==> config.mk <==
export PLATFORM = sky130hd
export DESIGN_NAME = control_encoder
export DESIGN_NICKNAME = d
export VERILOG_FILES = /design/src/rtl/isa_pkg.sv /design/src/rtl/ctrl_fifo.sv /design/src/rtl/control_encoder.sv
export SDC_FILE = /design/constraint.sdc
export NUM_CORES = 1
export LEC_CHECK = 0
export BUFFER_PORTS_ARGS = -buffer_cell sky130_fd_sc_hd__buf_2
export CORE_MARGIN = 3
export CORE_UTILIZATION = 45
export DETAILED_ROUTE_END_ITERATION = 8
export GPL_TIMING_DRIVEN = 1
export PLACE_DENSITY = 0.68
export SYNTH_ARGS = -nofsm -noshare
export SYNTH_HDL_FRONTEND = slang
export SYNTH_SLANG_ARGS = --single-unit
==> constraint.sdc <==
create_clock -name clk -period 5.1 [get_ports clk]
set_input_delay 0.51 -clock clk [delete_from_list [all_inputs] [get_ports clk]]
set_output_delay 0.51 -clock clk [all_outputs]
set_load 0.005 [all_outputs]
==> src/rtl/isa_pkg.sv <==
// Opcode constants shared by the decode-stage flag generator and the
// control encoder, plus the expected writeback value for each opcode.
package isa_pkg;

  localparam logic [3:0] ADD_OP = 4'd0;
  localparam logic [3:0] SUB_OP = 4'd1;
  localparam logic [3:0] MUL_OP = 4'd2;
  localparam logic [3:0] LD_OP  = 4'd3;
  localparam logic [3:0] ST_OP  = 4'd4;
  localparam logic [3:0] CMP_OP = 4'd5;
  localparam logic [3:0] MOV_OP = 4'd6;
  localparam logic [3:0] OR_OP  = 4'd7;
  localparam logic [3:0] AND_OP = 4'd8;
  localparam logic [3:0] NOT_OP = 4'd9;
  localparam logic [3:0] LSL_OP = 4'd10;
  localparam logic [3:0] LSR_OP = 4'd11;
  localparam logic [3:0] UBR_OP = 4'd12;
  localparam logic [3:0] BEQ_OP = 4'd13;
  localparam logic [3:0] BGT_OP = 4'd14;
  localparam logic [3:0] WB_OP  = 4'd15;

  function automatic logic exp_wb(input logic [3:0] op);
    logic r;
    case (op)
      ADD_OP, SUB_OP, MUL_OP, LD_OP, MOV_OP,
      OR_OP, AND_OP, NOT_OP, LSL_OP, LSR_OP: r = 1'b1;
      default: r = 1'b0;
    endcase
    return r;
  endfunction

endpackage

==> src/rtl/ctrl_fifo.sv <==
// DEPTH x W synchronous FIFO with a registered head output.
// Ports: clk, reset, push, pop, din, dout (head), count, empty.
module ctrl_fifo #(
  parameter int DEPTH = 2,
  parameter int W     = 5,
  parameter int CW    = $clog2(DEPTH + 1)
) (
  input  logic          clk,
  input  logic          reset,
  input  logic          push,
  input  logic          pop,
  input  logic [W-1:0]  din,
  output logic [W-1:0]  dout,
  output logic [CW-1:0] count,
  output logic          empty
);
  import isa_pkg::*;

  localparam int PW = (DEPTH > 1) ? $clog2(DEPTH) : 1;

  logic [W-1:0]  r_mem [DEPTH];
  logic [PW-1:0] r_head;
  logic [PW-1:0] r_tail;
  logic [CW-1:0] r_count;
  logic [W-1:0]  r_dout;

  logic          w_push;
  logic          w_pop;
  logic [PW-1:0] w_head_nx;
  logic [CW-1:0] w_left;

  function automatic logic [PW-1:0] inc(input logic [PW-1:0] p);
    return (p == PW'(DEPTH - 1)) ? '0 : p + 1'b1;
  endfunction

  assign w_push    = push && (r_count < CW'(DEPTH));
  assign w_pop     = pop && (r_count != '0);
  assign w_head_nx = w_pop ? inc(r_head) : r_head;
  // entries remaining after the pop, before the push lands
  assign w_left    = r_count - CW'(w_pop);

  always_ff @(posedge clk) begin
    if (w_push) r_mem[r_tail] <= din;
  end

  always_ff @(posedge clk) begin
    if (reset) begin
      r_head  <= '0;
      r_tail  <= '0;
      r_count <= '0;
      r_dout  <= '0;
    end else begin
      if (w_push) r_tail <= inc(r_tail);
      r_head  <= w_head_nx;
      r_count <= r_count + CW'(w_push) - CW'(w_pop);
      // the head register tracks the next head; holds when draining empty
      if (w_left == '0) begin
        if (w_push) r_dout <= din;
      end else begin
        r_dout <= r_mem[w_head_nx];
      end
    end
  end

  assign dout  = r_dout;
  assign count = r_count;
  assign empty = (r_count == '0);

endmodule

==> src/rtl/control_encoder.sv <==
// Re-encodes a one-hot control bundle to a 4-bit opcode, buffers legal
// bundles and drops/counts illegal ones. Ports: in/out valid-ready pair,
// op flags + iswb in, out_opcode/out_wb head, err_pulse, err_count.
module control_encoder #(
  parameter int DEPTH = 2,
  parameter int ERR_W = 8
) (
  input  logic             clk,
  input  logic             reset,
  input  logic             in_valid,
  output logic             in_ready,
  input  logic             isadd,
  input  logic             issub,
  input  logic             ismul,
  input  logic             isld,
  input  logic             isst,
  input  logic             iscmp,
  input  logic             ismov,
  input  logic             isor,
  input  logic             isand,
  input  logic             isnot,
  input  logic             islsl,
  input  logic             islsr,
  input  logic             isxor,
  input  logic             isbeq,
  input  logic             isbgt,
  input  logic             isubranch,
  input  logic             iswb,
  output logic             out_valid,
  input  logic             out_ready,
  output logic [3:0]       out_opcode,
  output logic             out_wb,
  output logic             err_pulse,
  output logic [ERR_W-1:0] err_count
);
  import isa_pkg::*;

  localparam int CW = $clog2(DEPTH + 1);

  logic [15:0]      w_all;
  logic [3:0]       w_op;
  logic             w_legal;
  logic             w_acc;
  logic [CW-1:0]    w_count;
  logic             w_empty;
  logic [4:0]       w_head;
  logic             r_err_pulse;
  logic [ERR_W-1:0] r_err_count;

  assign w_all = {isxor, isbgt, isbeq, isubranch, islsr, islsl, isnot,
                  isand, isor, ismov, iscmp, isst, isld, ismul, issub,
                  isadd};

  // first-match encode; multi-hot bundles are rejected below anyway
  always_comb begin
    w_op = WB_OP;
    case (1'b1)
      isadd:     w_op = ADD_OP;
      issub:     w_op = SUB_OP;
      ismul:     w_op = MUL_OP;
      isld:      w_op = LD_OP;
      isst:      w_op = ST_OP;
      iscmp:     w_op = CMP_OP;
      ismov:     w_op = MOV_OP;
      isor:      w_op = OR_OP;
      isand:     w_op = AND_OP;
      isnot:     w_op = NOT_OP;
      islsl:     w_op = LSL_OP;
      islsr:     w_op = LSR_OP;
      isubranch: w_op = UBR_OP;
      isbeq:     w_op = BEQ_OP;
      isbgt:     w_op = BGT_OP;
      default:   w_op = WB_OP;
    endcase
  end

  assign w_legal = ($countones(w_all) <= 1) && !isxor &&
                   (iswb == exp_wb(w_op));
  assign in_ready = (w_count < CW'(DEPTH));
  assign w_acc    = in_valid && in_ready;
  assign out_valid = !w_empty;

  ctrl_fifo #(.DEPTH(DEPTH), .W(5), .CW(CW)) u_fifo (
    .clk   (clk),
    .reset (reset),
    .push  (w_acc && w_legal),
    .pop   (out_valid && out_ready),
    .din   ({iswb, w_op}),
    .dout  (w_head),
    .count (w_count),
    .empty (w_empty)
  );

  always_ff @(posedge clk) begin
    if (reset) begin
      r_err_pulse <= 1'b0;
      r_err_count <= '0;
    end else begin
      r_err_pulse <= w_acc && !w_legal;
      if (w_acc && !w_legal && (r_err_count != '1))
        r_err_count <= r_err_count + 1'b1;
    end
  end

  assign out_opcode = w_head[3:0];
  assign out_wb     = w_head[4];
  assign err_pulse  = r_err_pulse;
  assign err_count  = r_err_count;

endmodule
Word level (Yosys, flattened, before mapping):

Memory sizes are Yosys's and may differ from the RTL's.
Index checks and enable logic that the tools add are counted.

* $add $sub $neg: 21
* $lt $le $gt $ge: 2
* reductions and logical operators: 15
* equality and inequality tests: 3
* multiplexer cells: 22

Operators by type and width (count)
* 2-to-1 mux 4 bit: 8
* adder 1 x 1 -> 2 bit: 8
* adder 2 x 2 -> 3 bit: 4
* 2-to-1 mux 3 bit: 4
* 2-to-1 mux 5 bit: 2
* logical AND 1 bit: 9
* adder 3 x 3 -> 4 bit: 2
* adder 8 x 1 -> 8 bit (second input constant): 1
* != test 8 bit (second input constant): 1
* 2-to-1 mux 1 bit: 6
* adder 4 x 4 -> 5 bit: 1
* <= comparator 5 x 1 -> 1 bit (second input constant): 1
* logical NOT 2 bit: 2
* 2-to-1 mux 2 bit: 2
* subtractor 2 x 1 -> 2 bit: 2
* logical NOT 1 bit: 3
* adder 1 bit (second input constant): 2
* adder 2 x 1 -> 2 bit: 1
* less-than comparator 2 bit (second input constant): 1
* != test 2 x 1 -> 1 bit (second input constant): 1
* nonzero test 2 bit: 1
* == test 1 bit: 1

* output and inout port bits: 16
* memories kept: 2
* flip-flop bits (word level): 18
* RAM bits: 10
* input port bits: 21
* bits in read-only memories: 16

Memory list
* (no name shown): words 16, width 1, rd ports 1, clocked after Yosys merged registers in 0, write ports 0, line isa_pkg.sv:24 `case (op)`
* u_fifo.r_mem: words 2, width 5, rd ports 1, clocked after Yosys merged registers in 0, write ports 1, line ctrl_fifo.sv:21 `logic [W-1:0] r_mem [DEPTH];`

Logic depth before layout (Yosys ltp):

Gate-level depths: netlist (run 1).
An unclocked memory read counts as a cell.

* depth after elaboration: 22
* gate-level depth with buffers: 15
* depth with buffers taken out: 15

By module:

A second synthesis (run 1) with hierarchy kept.

* cell total of the unflattened synthesis: 183
* area, all modules: 1878.1 µm²

By module, submodules not included
* control_encoder: instances 1, seq. area each 180.2 µm², area each 1046.0 µm², cells each 119
* ctrl_fifo: instances 1, seq. area each 480.5 µm², area each 832.0 µm², cells each 64

Least setup slack after synthesis (run 1):

Ideal clock, no wire load.

* path kind: input port to flip-flop
* start: input iscmp
* end: memory u_fifo.r_mem[0][0], enable pin
* setup slack: 0.311 ns
* data required time: 4.719 ns
* cell stages on the path: 13
* arrival time: 4.407 ns
* cells stage by stage: inv_1 fa_1 inv_1 fa_1 fa_1 inv_1 fa_1 inv_1 ha_1 fa_1 nor4_1 o21ai_0 nor4_1

* word-level cells in the longest chain between the ends: 13

Ends and longest elaborated chain
* from (decl): line control_encoder.sv:17 `input logic iscmp,`
* parallel branches: the longest is 8 deep, another holds adder 4 x 4 -> 5 bit
* logical AND 1 bit *: line control_encoder.sv:77 `assign w_legal = ($countones(w_all) <= 1) && !isxor &&`
* logical AND 1 bit *: line control_encoder.sv:86 `.push (w_acc && w_legal),`
* logical AND 1 bit *: line ctrl_fifo.sv:36 `assign w_push = push && (r_count < CW'(DEPTH));`
* 2-to-1 mux 1 bit *: line ctrl_fifo.sv:43 `if (w_push) r_mem[r_tail] <= din;`
* 2-to-1 mux 1 bit (not written as such) *: line ctrl_fifo.sv:43
* to (decl): line ctrl_fifo.sv:21

Mark *: on every way between the ends.

Worst setup path in the final report (run 1):

* start: input iscmp
* end: register u_fifo.r_dout[0] (netlist: u_fifo.dout[0])

* word-level cells in the longest chain between the ends: 12

Ends and longest elaborated chain
* parallel branches: the longest is 12 deep, another holds adder 4 x 4 -> 5 bit
* to (signal assigned): line ctrl_fifo.sv:58 `if (w_push) r_dout <= din;`
* to (signal assigned): line ctrl_fifo.sv:60 `r_dout <= r_mem[w_head_nx];`
* to (decl): line ctrl_fifo.sv:25 `logic [W-1:0] r_dout;`

Several ways; the timed one is not identified. The select of a mux whose other input is x is not followed.
A chain may end at the register's enable or synchronous reset.

==> results of run 1 <==
[power breakdown]
part	switching (mW)	internal [mW]	total (mW)
logic	0.207	0.171	0.379
registers	0.0254	0.262	0.288
clock network	0.0663	0.0540	0.120
total	0.299	0.487	0.787
[worst reg2reg max path, delay by kind of cell, from the launching register on]
kind	cells	cell delay (ns)
flops	1	0.40
simple gates	4	1.08
xor+xnor	1	0.17
fa+ha+maj	1	0.37
[stage by stage]
step	setup slack (ns)	utilization	hold WS, ns	cells
floorplan	0.311	-	0.498	185
global placement	0.244	0.554	0.533	268
detailed placement	0.150	0.554	0.529	268
CTS	0.434	0.566	0.508	272
global route	0.0424	0.566	0.514	272
finish	0.455	0.566	0.508	272
[logic make-up after synthesis]
group | count (synthesis) | share of synthesized area
adders and majority gates | 17 | 0.153
AOI/OAI and AO/OA | 30 | 0.135
and+or+nand+nor | 62 | 0.200
xor gates and xnor gates | 5 | 0.0273
DFF | 28 | 0.352
buffers and inverters | 30 | 0.0600
muxes | 13 | 0.0727
[sequential cells by signal, summed over array words and instances (netlist names)]
name	flops
err_pulse	1
u_fifo.r_tail	1
u_fifo.dout	5
err_count	8
u_fifo.count	2
u_fifo.r_head	1
u_fifo.r_mem	10
[layer usage]
metal / up-vias / track usage / part of all wire
li1: 734 / - / -
met1: 669 / 0.240 / 0.50
met2: 49 / 0.246 / 0.42
met3: 5 / 0.00852 / 0.056
met4: 0 / 0.0605 / 0.015
met5: - / 0 / 0
[Yosys cell counts, types with 4 or more instances]
master	number
nand2_1	6
inv_1	27
and3_1	5
ha_1	7
fa_1	10
nor2_1	16
mux2_1	5
nand4_1	6
edfxtp_1	10
nor2b_1	7
a21oi_1	4
nor4_1	5
a221oi_1	4
mux2i_1	8
dfxtp_1	18
[final timing paths]
check | cells after the start | to | startpoint | slack [ns]
worst max-delay path | 17 | u_fifo.dout[0] | iscmp | 0.46
worst min register to register | 2 | u_fifo.r_tail | u_fifo.r_tail | 0.55
worst min-delay path | 1 | u_fifo.r_mem[0][4] | iswb | 0.51
worst max register to register | 6 | u_fifo.count[1] | u_fifo.count[1] | 2.96
[cell usage in the layout (no fill, tap or decap), drive strengths merged, types with 2 or more instances in the layout]
cell type and count:
nor3 2, mux2i 8, nor4 6, nand3 3, edfxtp 10, fa 10, nand2 6, or4 2
ha 7, inv 27, o31ai 3, o21a 2, a21boi 2, nor2 16, a311oi 2, dfxtp 18
nor2b 7, xnor2 4, a21oi 5, and2 3, clkbuf 3, buf 38, mux2 5, and3 6
a221oi 4, nand4 6, o21bai 3, or2 3
[cell type report]
type                            count  area, sq um  share of cell area
Tap cell                           48         60.1              0.0277
Sequential cell                    28          661               0.305
Inverter                           27          101              0.0468
Clock buffer                        3         41.3              0.0191
Clock inverter                      1         3.75             0.00173
Timing Repair Buffer               38          195              0.0901
Multi-Input combinational cell    127         1100               0.510
==> results.md, run 1 <==
- Worst-margin pin slew: 0.702 ns
- Slowest CP cell: fa_1
- Top FF cell, synth: dfxtp_1
- Avg Inst Size Synth: just over 10 sq um
- Mean number of vias per cell: between 5 and 6
- Crit path max fanout: 6
- Layout cells sized above 1: 0.246
- Via count: 1457
- Post-Syn Nets: around 220
- Post-synth top area share: 0.192
- Gpl congestion: 0.735
- Clk_skew: around 0.0015 ns
- CP peak stage delay: 0.53 ns
- # rows: 22
- Max H-tree Level: 1
- HPWL Detailed: 3010 microns
- Starting Density: 0.491
- Chip height: 70.6 microns
- Max-slew violation count: 0
- Yosys top cell by area: dfxtp_1
- Die Wd: 70.6 microns
- Post-CTS setup buffer count: 0
- Worst EP required: 5.28 ns
- GRT Util Overall: 0.161
- Status: complete, no violations
- Max-Cap Viols: 0
- RSZ-0062 raised after global routing: no
- Slew HR: 0.520
- Sequential share of the synthesized area: 0.352
- Hold_buf cts: 0
- Min-delay worst type: primary input to register
- Crit start category: primary input
- Routed wire length: 3700 microns
- WS Path Type: primary input to register
- Cells along the critical path: buf_2, inv_1, fa_1, inv_1, fa_1, fa_1, inv_1, fa_1, inv_1, ha_1, fa_1, nor4_1, o21ai_0, nor3_4, buf_4, mux2i_1, a221oi_1
- Post-route setup TNS: 0 ns
- DR DRC count: 0
- Leakage: 1.01 nW
- Final instance area: 0.00217 sq mm
- Async S/R FF share, synth: 0
- Netlist cell types: 46
- Clk buf depth: 2
- Crit-path most repeated cell: fa_1
- Hold Vio Cnt, Final: 0
- Peak VDD IR: 0.000140 V
- Initial DRC count: 119
- CTS Buf Count: 3
- Tot Pwr: 0.787 mW
- Largest net degree at the start of global routing: 22
- Power Density: 363 mW/mm^2
- Final period util: 0.911
- Max Clk Rate: 215 MHz
- WP buf/inv: 6
- Crit end category: register
- Port-buffer cells: 36
- DIE AREA: around 0.005 sq mm
- NumNets Final: approximately 260
- Area grow syn2layout: 15.4%
- Detail Route Antenna Nets: 0
- # fillers: between 300 and 400
- Pre-antenna DRT Iters: 4
- CP delay by family, top: adder cells
- Synth area leaders: dfxtp_1 (19%), edfxtp_1 (16%), fa_1 (11%)
- Vias in the first global route: between 1000 and 1500
- Ant diodes: 0
- Post-CTS Resized: 0
- Global-route wire length before repair: 6580 microns
- Crit path time final: 4.64 ns
- Synthesis Warnings: 0
- Post-synth EDFFs: 10
- Core ar.: between 0.003 and 0.004 sq mm
- Post-Syn Area: 0.00188 sq mm
- Cells after Synth: between 150 and 200
- Critical path arrival: slightly below 5 ns
- Worst-path clk slew: 0.09 ns
- Post-DR wirelength/cell: 13.6 microns
- Cell Area, Placed: 0.00212 sq mm
- Clock root buffer: clkbuf_8
- # IOs: 37
- Congestion Overflow GR: 0
- FF+latch count, synth: 28
- CTS tree: yes
- Clock Latency Late Sink: 0.27 ns
- Final setup viols: 0
- Clock sinks: 28
- Initial antenna violation count: 0
Note: power is estimated with default switching activity, not from simulation.
==> inputs of run 2 (changes only) <==
--- a/config.mk
+++ b/config.mk
@@ -9,6 +9,6 @@
 export CORE_MARGIN = 3
-export CORE_UTILIZATION = 45
+export CORE_UTILIZATION = 50
 export DETAILED_ROUTE_END_ITERATION = 8
 export GPL_TIMING_DRIVEN = 1
-export PLACE_DENSITY = 0.68
+export PLACE_DENSITY = 0.74
 export SYNTH_ARGS = -nofsm -noshare
==> constraint.sdc (replaced) <==
create_clock -name clk -period 5.1 [get_ports clk]
set_input_delay 0.765 -clock clk [delete_from_list [all_inputs] [get_ports clk]]
set_output_delay 0.765 -clock clk [all_outputs]
set_load 0.005 [all_outputs]
==> results.md, run 2 (synthesized netlist as in run 1, its figures left out) <==
- Status: complete, no violations
- Congestion Overflow GR: 0
- DIE AREA: 0.00452 sq mm
- Routed wire length: between 3000 and 4000 microns
- Max H-tree Level: 1
- Via count: 1488
- Max FFs per register: 10
- Min-delay worst type: register to register
- Crit start category: primary input
- Commonest non-fill, non-tap cell in the layout: buf_2
- Hold Vio Cnt, Final: 0
- Leakage: 1.03 nW
- CTS tree: yes
- DR DRC count: 0
- # fillers: 320
- Port-buffer cells: 36
- Final Hold Slack: around 0.57 ns
- Worst R2R Setup Slack: approximately 3 ns
- Worst-margin pin slew: 0.662 ns
- R2r endpoint: u_fifo.count[1]
- HPWL Detailed: approximately 3100 microns
- Critical path arrival: 5.01 ns
- Max Clk Rate: about 210 MHz
- Crit path max fanout: 6
- Clock sinks: 28
- Cell Area, Placed: around 0.0021 sq mm
- Max-slew violation count: 0
- Clk buf depth: 2
- Cells along the critical path: buf_2, inv_1, fa_1, inv_1, fa_1, fa_1, inv_1, fa_1, inv_1, ha_1, fa_1, nor4_2, o21ai_1, nor3_4, buf_4, mux2i_1, a221oi_1
- # IOs: 37
- R2r worst-path depth: 7
- Peak VDD IR: 0.000166 V
- WS Path Type: primary input to register
- Final period util: 0.949
- Hold Path End: u_fifo.r_tail
- Core ar.: 0.00347 sq mm
- Slowest CP cell: fa_1
- Hold wc startpoint: u_fifo.r_tail
- Gpl congestion: 0.814
- Die Wd: 67.3 microns
- GRT Util Overall: 0.187
- Detail Route Antenna Nets: 0
- Clock root buffer: clkbuf_8
- CTS Buf Count: 3
- Starting Density: 0.541
- Chip height: 67.3 microns
- Highest-count cells in the layout ignoring fill and taps: buf_2 (36), inv_1 (27), dfxtp_1 (18)
- Worst slack, placed: -0.164 ns
- Hold_buf cts: 0
- Max-Cap Viols: 0
- Worst-path clk slew: 0.09 ns
- Vias in the first global route: 1483
- Initial DRC count: between 100 and 150
- Largest net degree at the start of global routing: 22
- Layout cells sized above 1: 0.260
- Pre-antenna DRT Iters: 4
- NumNets Final: 266
- Crit end category: register
- CP peak stage delay: between 0.5 and 0.6 ns
- Clk_skew: 0.00143 ns
- # rows: 21
- Ant diodes: 0
- Power Density: between 300 and 400 mW/mm^2
- Post-DR wirelength/cell: about 14 microns
- WHS Path Cells: 2
- Setup ws final: 0.261 ns
- Area grow syn2layout: 16.8%
- Global-route wire length before repair: between 6000 and 7000 microns
- Mean number of vias per cell: 5.45
- Final instance area: 0.00219 sq mm
- Worst r2r src: u_fifo.count[1]
- Initial antenna violation count: 0
- Slew HR: 0.548
- Worst EP required: between 5 and 6 ns
- Crit-path most repeated cell: fa_1
- Top reg by flops: u_fifo.r_mem
- Crit path time final: 4.84 ns
- Clock Latency Late Sink: 0.26 ns
- Final setup viols: 0
run 2: how the worst max path moves through the flow:
stage / start / endpoint / cells past startpoint
6_report: iscmp / u_fifo.dout[1] / 17
4_1_cts: iscmp / u_fifo.dout[1] / 17
2_1_floorplan: iscmp / u_fifo.r_mem[0][0] / 13
3_5_place_dp: iscmp / u_fifo.dout[1] / 17
3_3_place_gp: iscmp / u_fifo.dout[1] / 17
5_1_grt: iscmp / u_fifo.dout[0] / 17
run 2: report_power, final:
part | leakage, nW | internal, mW | switching [mW] | total (mW)
Sequential | 0.244 | 0.262 | 0.0272 | 0.289
Clock | 0.0231 | 0.0538 | 0.0628 | 0.117
Combinational | 0.764 | 0.177 | 0.215 | 0.392
Total | 1.03 | 0.493 | 0.305 | 0.798
run 2: critical path: cells and delay by family:
family	cells	cell delay, ns
buffers and inverters	6	0.50
muxes	1	0.08
adders and majority gates	6	2.63
and+or+nand+nor	2	0.53
AOI/OAI and AO/OA	2	0.48
run 2: routing by layer:
metal,wire length (microns),share of wire,up-vias,track usage
met4,25,0.0065,0,0.0430
met5,0,0,-,0
li1,-,-,741,-
met1,1790,0.46,695,0.243
met2,1860,0.48,50,0.330
met3,181,0.047,2,0.0216
run 2: stage by stage:
stage / std cells / power [mW] / utilization / setup TNS [ns]
after floorplan: 185 / 0.571 / - / 0
after global placement: 269 / 0.663 / 0.617 / 0
after detailed placement: 269 / 0.678 / 0.617 / -1.16
after CTS: 273 / 0.795 / 0.630 / 0
after global routing: 273 / 0.868 / 0.632 / -0.0122
final: 273 / 0.798 / 0.632 / 0
run 2: final cells by class:
class | instances | area (sq um) | area share
Timing Repair Buffer | 41 | 218 | 0.0993
Inverter | 27 | 101 | 0.0462
Sequential cell | 28 | 661 | 0.301
Clock buffer | 3 | 41.3 | 0.0188
Clock inverter | 1 | 3.75 | 0.00171
Multi-Input combinational cell | 127 | 1110 | 0.506
Tap cell | 46 | 57.6 | 0.0263
run 2: what timing repair did:
action,CTS,global route
setup buffers,0,0
hold endpoints to repair,0,0
gates resized for setup,0,2
endpoints found under the setup margin,0,13
==> inputs of run 3 (changes only) <==
- SYNTH_HIERARCHICAL: not set -> 1
- clock period: 5.1 -> 4 ns (I/O delays scaled with it)
==> results.md, run 3 <==
- Status: complete, but fails checks
- Failing checks: negative setup slack
- Crit start category: primary input
- GRT Util Overall: 0.200
- Gpl congestion: 0.879
- Routed wire length: approximately 4400 microns
- Synth area leaders: dfxtp_1 (19%), edfxtp_1 (16%), fa_1 (11%)
- Final setup viols: 27
- Core ar.: 0.00347 sq mm
- Hold wc startpoint: err_count[1]
- R2r endpoint: u_fifo/count[1]
- Pre-antenna DRT Iters: 4
- Clk buf depth: 2
- Area grow syn2layout: 38.0%
- WS Path Type: primary input to register
- Port-buffer cells: 36
- Min-delay worst type: register to register
- Async S/R FF share, synth: 0
- Clock share of power: 0.250
- Hold_buf cts: 0
- Logic pwr share: 0.396
- Net Sw Power: 0.265 mW
- Setup ws final: -0.939 ns
- Via count: roughly 1600
- DR DRC count: 0
- Synth top cells by count: inv_1 (22), dfxtp_1 (18), nor2b_1 (14)
- Post-synth top area share: 0.192
- Final period util: 1.23
- Sequential share of the synthesized area: 0.352
- Initial antenna violation count: 0
- Worst-path clk slew: 0.09 ns
- CTS tree: yes
- Avg Inst Size Synth: 10.3 sq um
- Peak VDD IR: 0.000270 V
- FF+latch count, synth: 28
- Post-DR wirelength/cell: 14.9 microns
- Mean number of vias per cell: 5.38
- Slew HR: 0.467
- CP peak stage delay: 0.54 ns
- Top reg by flops: u_fifo/r_mem
- # IOs: 37
- Post-Syn Area: ~0.0019 sq mm
- Top FF cell, synth: dfxtp_1
- DIE AREA: 0.00453 sq mm
- Crit path max fanout: 5
- Tot Pwr: 0.887 mW
- Leakage: around 1.2 nW
- HPWL Detailed: 3100 microns
- Hold Vio Cnt, Final: 0
- # fillers: 242
- Post-route setup TNS: -20.32 ns
- RSZ-0062 raised after global routing: yes
- Placed Cells: 278
- R2r worst-path depth: 8
- Synthesis Warnings: 6
- NumNets Final: 289
- Highest-count cells in the layout ignoring fill and taps: buf_2 (32), buf_4 (25), inv_1 (20)
- WHS Path Cells: 2
- Flop pwr share: 0.354
- Post-synth EDFFs: 10
- Largest net degree at the start of global routing: 22
- FF/Latch Area: around 660 sq um
- Critical path arrival: between 5 and 6 ns
- # rows: 21
- Die Wd: 67.3 microns
- Chip height: around 67 microns
- Max-slew violation count: 0
- Ant diodes: 0
- Max H-tree Level: 1
- CTS Buf Count: 3
- Clk_skew: 0.00392 ns
- Crit path time final: between 4 and 5 ns
- Commonest non-fill, non-tap cell in the layout: buf_2
- Cells after Synth: ~180
- Post-Syn Nets: 221
- Worst-margin pin slew: 0.797 ns
- Worst R2R Setup Slack: 1.57 ns
- Hold Path End: err_count[1]
- Initial DRC count: 92
- Switch share: 0.298
- Netlist cell types: 57
- Starting Density: 0.541
- Slowest CP cell: fa_1
- Area taken by multi-input logic gates: 0.00124 sq mm
- Pint: between 0.6 and 0.7 mW
- Yosys top cell by area: dfxtp_1
- Congestion Overflow GR: 0
- Clock root buffer: clkbuf_8
- Max FFs per register: 10
- Clock sinks: 28
- Power Density: around 340 mW/mm^2
- Max Clk Rate: a little over 200 MHz
- Layout cells sized above 1: 0.460
- Worst EP required: about 4.2 ns
- Finished Layout Cells: 296
- Vias in the first global route: 1572
- Global-route wire length before repair: 6920 microns
- Clock Latency Late Sink: 0.28 ns
- Top-count cell post-synth: inv_1
- Worst r2r src: u_fifo/count[1]
- Cells along the critical path: buf_8, fa_1, inv_2, fa_1, fa_1, fa_1, inv_1, ha_2, fa_1, nor4_2, buf_4, o2111ai_2, a21oi_4, buf_4, buf_6, o21a_1, o22a_2, ha_4, o21a_1, nor3_2
- Max-Cap Viols: 0
- Crit-path most repeated cell: fa_1
- Crit end category: register
- Detail Route Antenna Nets: 0
run 3: logic make-up (layout without fill, tap and decap cells):
family / after synthesis / in the layout / share of synthesized area
AO/OA/AOI/OAI: 31 / 31 / 0.130
XOR/XNOR: 3 / 3 / 0.0240
adder cells (fa/ha/maj): 17 / 17 / 0.153
buffers and inverters: 27 / 94 / 0.0586
flip-flops: 28 / 28 / 0.352
multiplexers: 10 / 10 / 0.0560
AND/OR/NAND/NOR: 67 / 67 / 0.227
run 3: worst max-delay path by stage:
stage,start,endpoint,depth (start not counted)
2_1_floorplan,isadd,u_fifo/count[0],18
3_3_place_gp,islsr,u_fifo/count[0],18
3_5_place_dp,islsr,u_fifo/dout[3],17
4_1_cts,isubranch,u_fifo/count[1],19
5_1_grt,issub,u_fifo/count[1],19
6_report,issub,u_fifo/count[1],20
run 3: final cells by class:
cell class	instances	area share
clock buffers	3	0.0159
clock inverters	1	0.0116
inverters	22	0.0319
multi-input cells	128	0.479
flip-flops and latches	28	0.255
well taps	46	0.0222
repair buffers	68	0.185
run 3: repair_timing:
action	in CTS	in global routing
buffers inserted	7	7
cloned	0	1
pin swaps	10	12
hold endpoints to repair	0	0
endpoints found under the setup margin	27	27
gates resized for setup	27	19
run 3: layer usage:
| metal | up-vias | global-route usage | part of all wire |
|---|---|---|---|
| li1 | 790 | - | - |
| met1 | 766 | 0.247 | 0.41 |
| met2 | 33 | 0.362 | 0.54 |
| met3 | 4 | 0.0416 | 0.041 |
| met4 | 0 | 0.0329 | 0.0084 |
| met5 | - | 0 | 0 |
run 3: power by group through the flow:
| stage | sequential, mW | combinational, mW | clock, mW |
|---|---|---|---|
| after floorplan | 0.319 | 0.194 | 0 |
| after global placement | 0.318 | 0.281 | 0 |
| after detailed placement | 0.319 | 0.291 | 0 |
| after CTS | 0.313 | 0.331 | 0.221 |
| after global routing | 0.315 | 0.394 | 0.240 |
| final | 0.314 | 0.351 | 0.222 |
run 3: worst max-delay path: cells and delay by family:
family / cells / cell delay [ns]
buffers and inverters: 6 / 0.60
adders and majority gates: 7 / 2.73
AOI/OAI and AO/OA: 5 / 0.81
and+or+nand+nor: 2 / 0.34
run 3: stage by stage:
stage	setup slack, ns	hold slack (ns)	cell area, sq um	utilization
2_1_floorplan	-1.11	0.480	1920	-
3_3_place_gp	-1.14	0.478	2270	0.654
3_5_place_dp	-1.29	0.503	2270	0.654
4_1_cts	-0.943	0.517	2490	0.718
5_1_grt	-1.15	0.547	2590	0.747
6_report	-0.939	0.510	2590	0.747
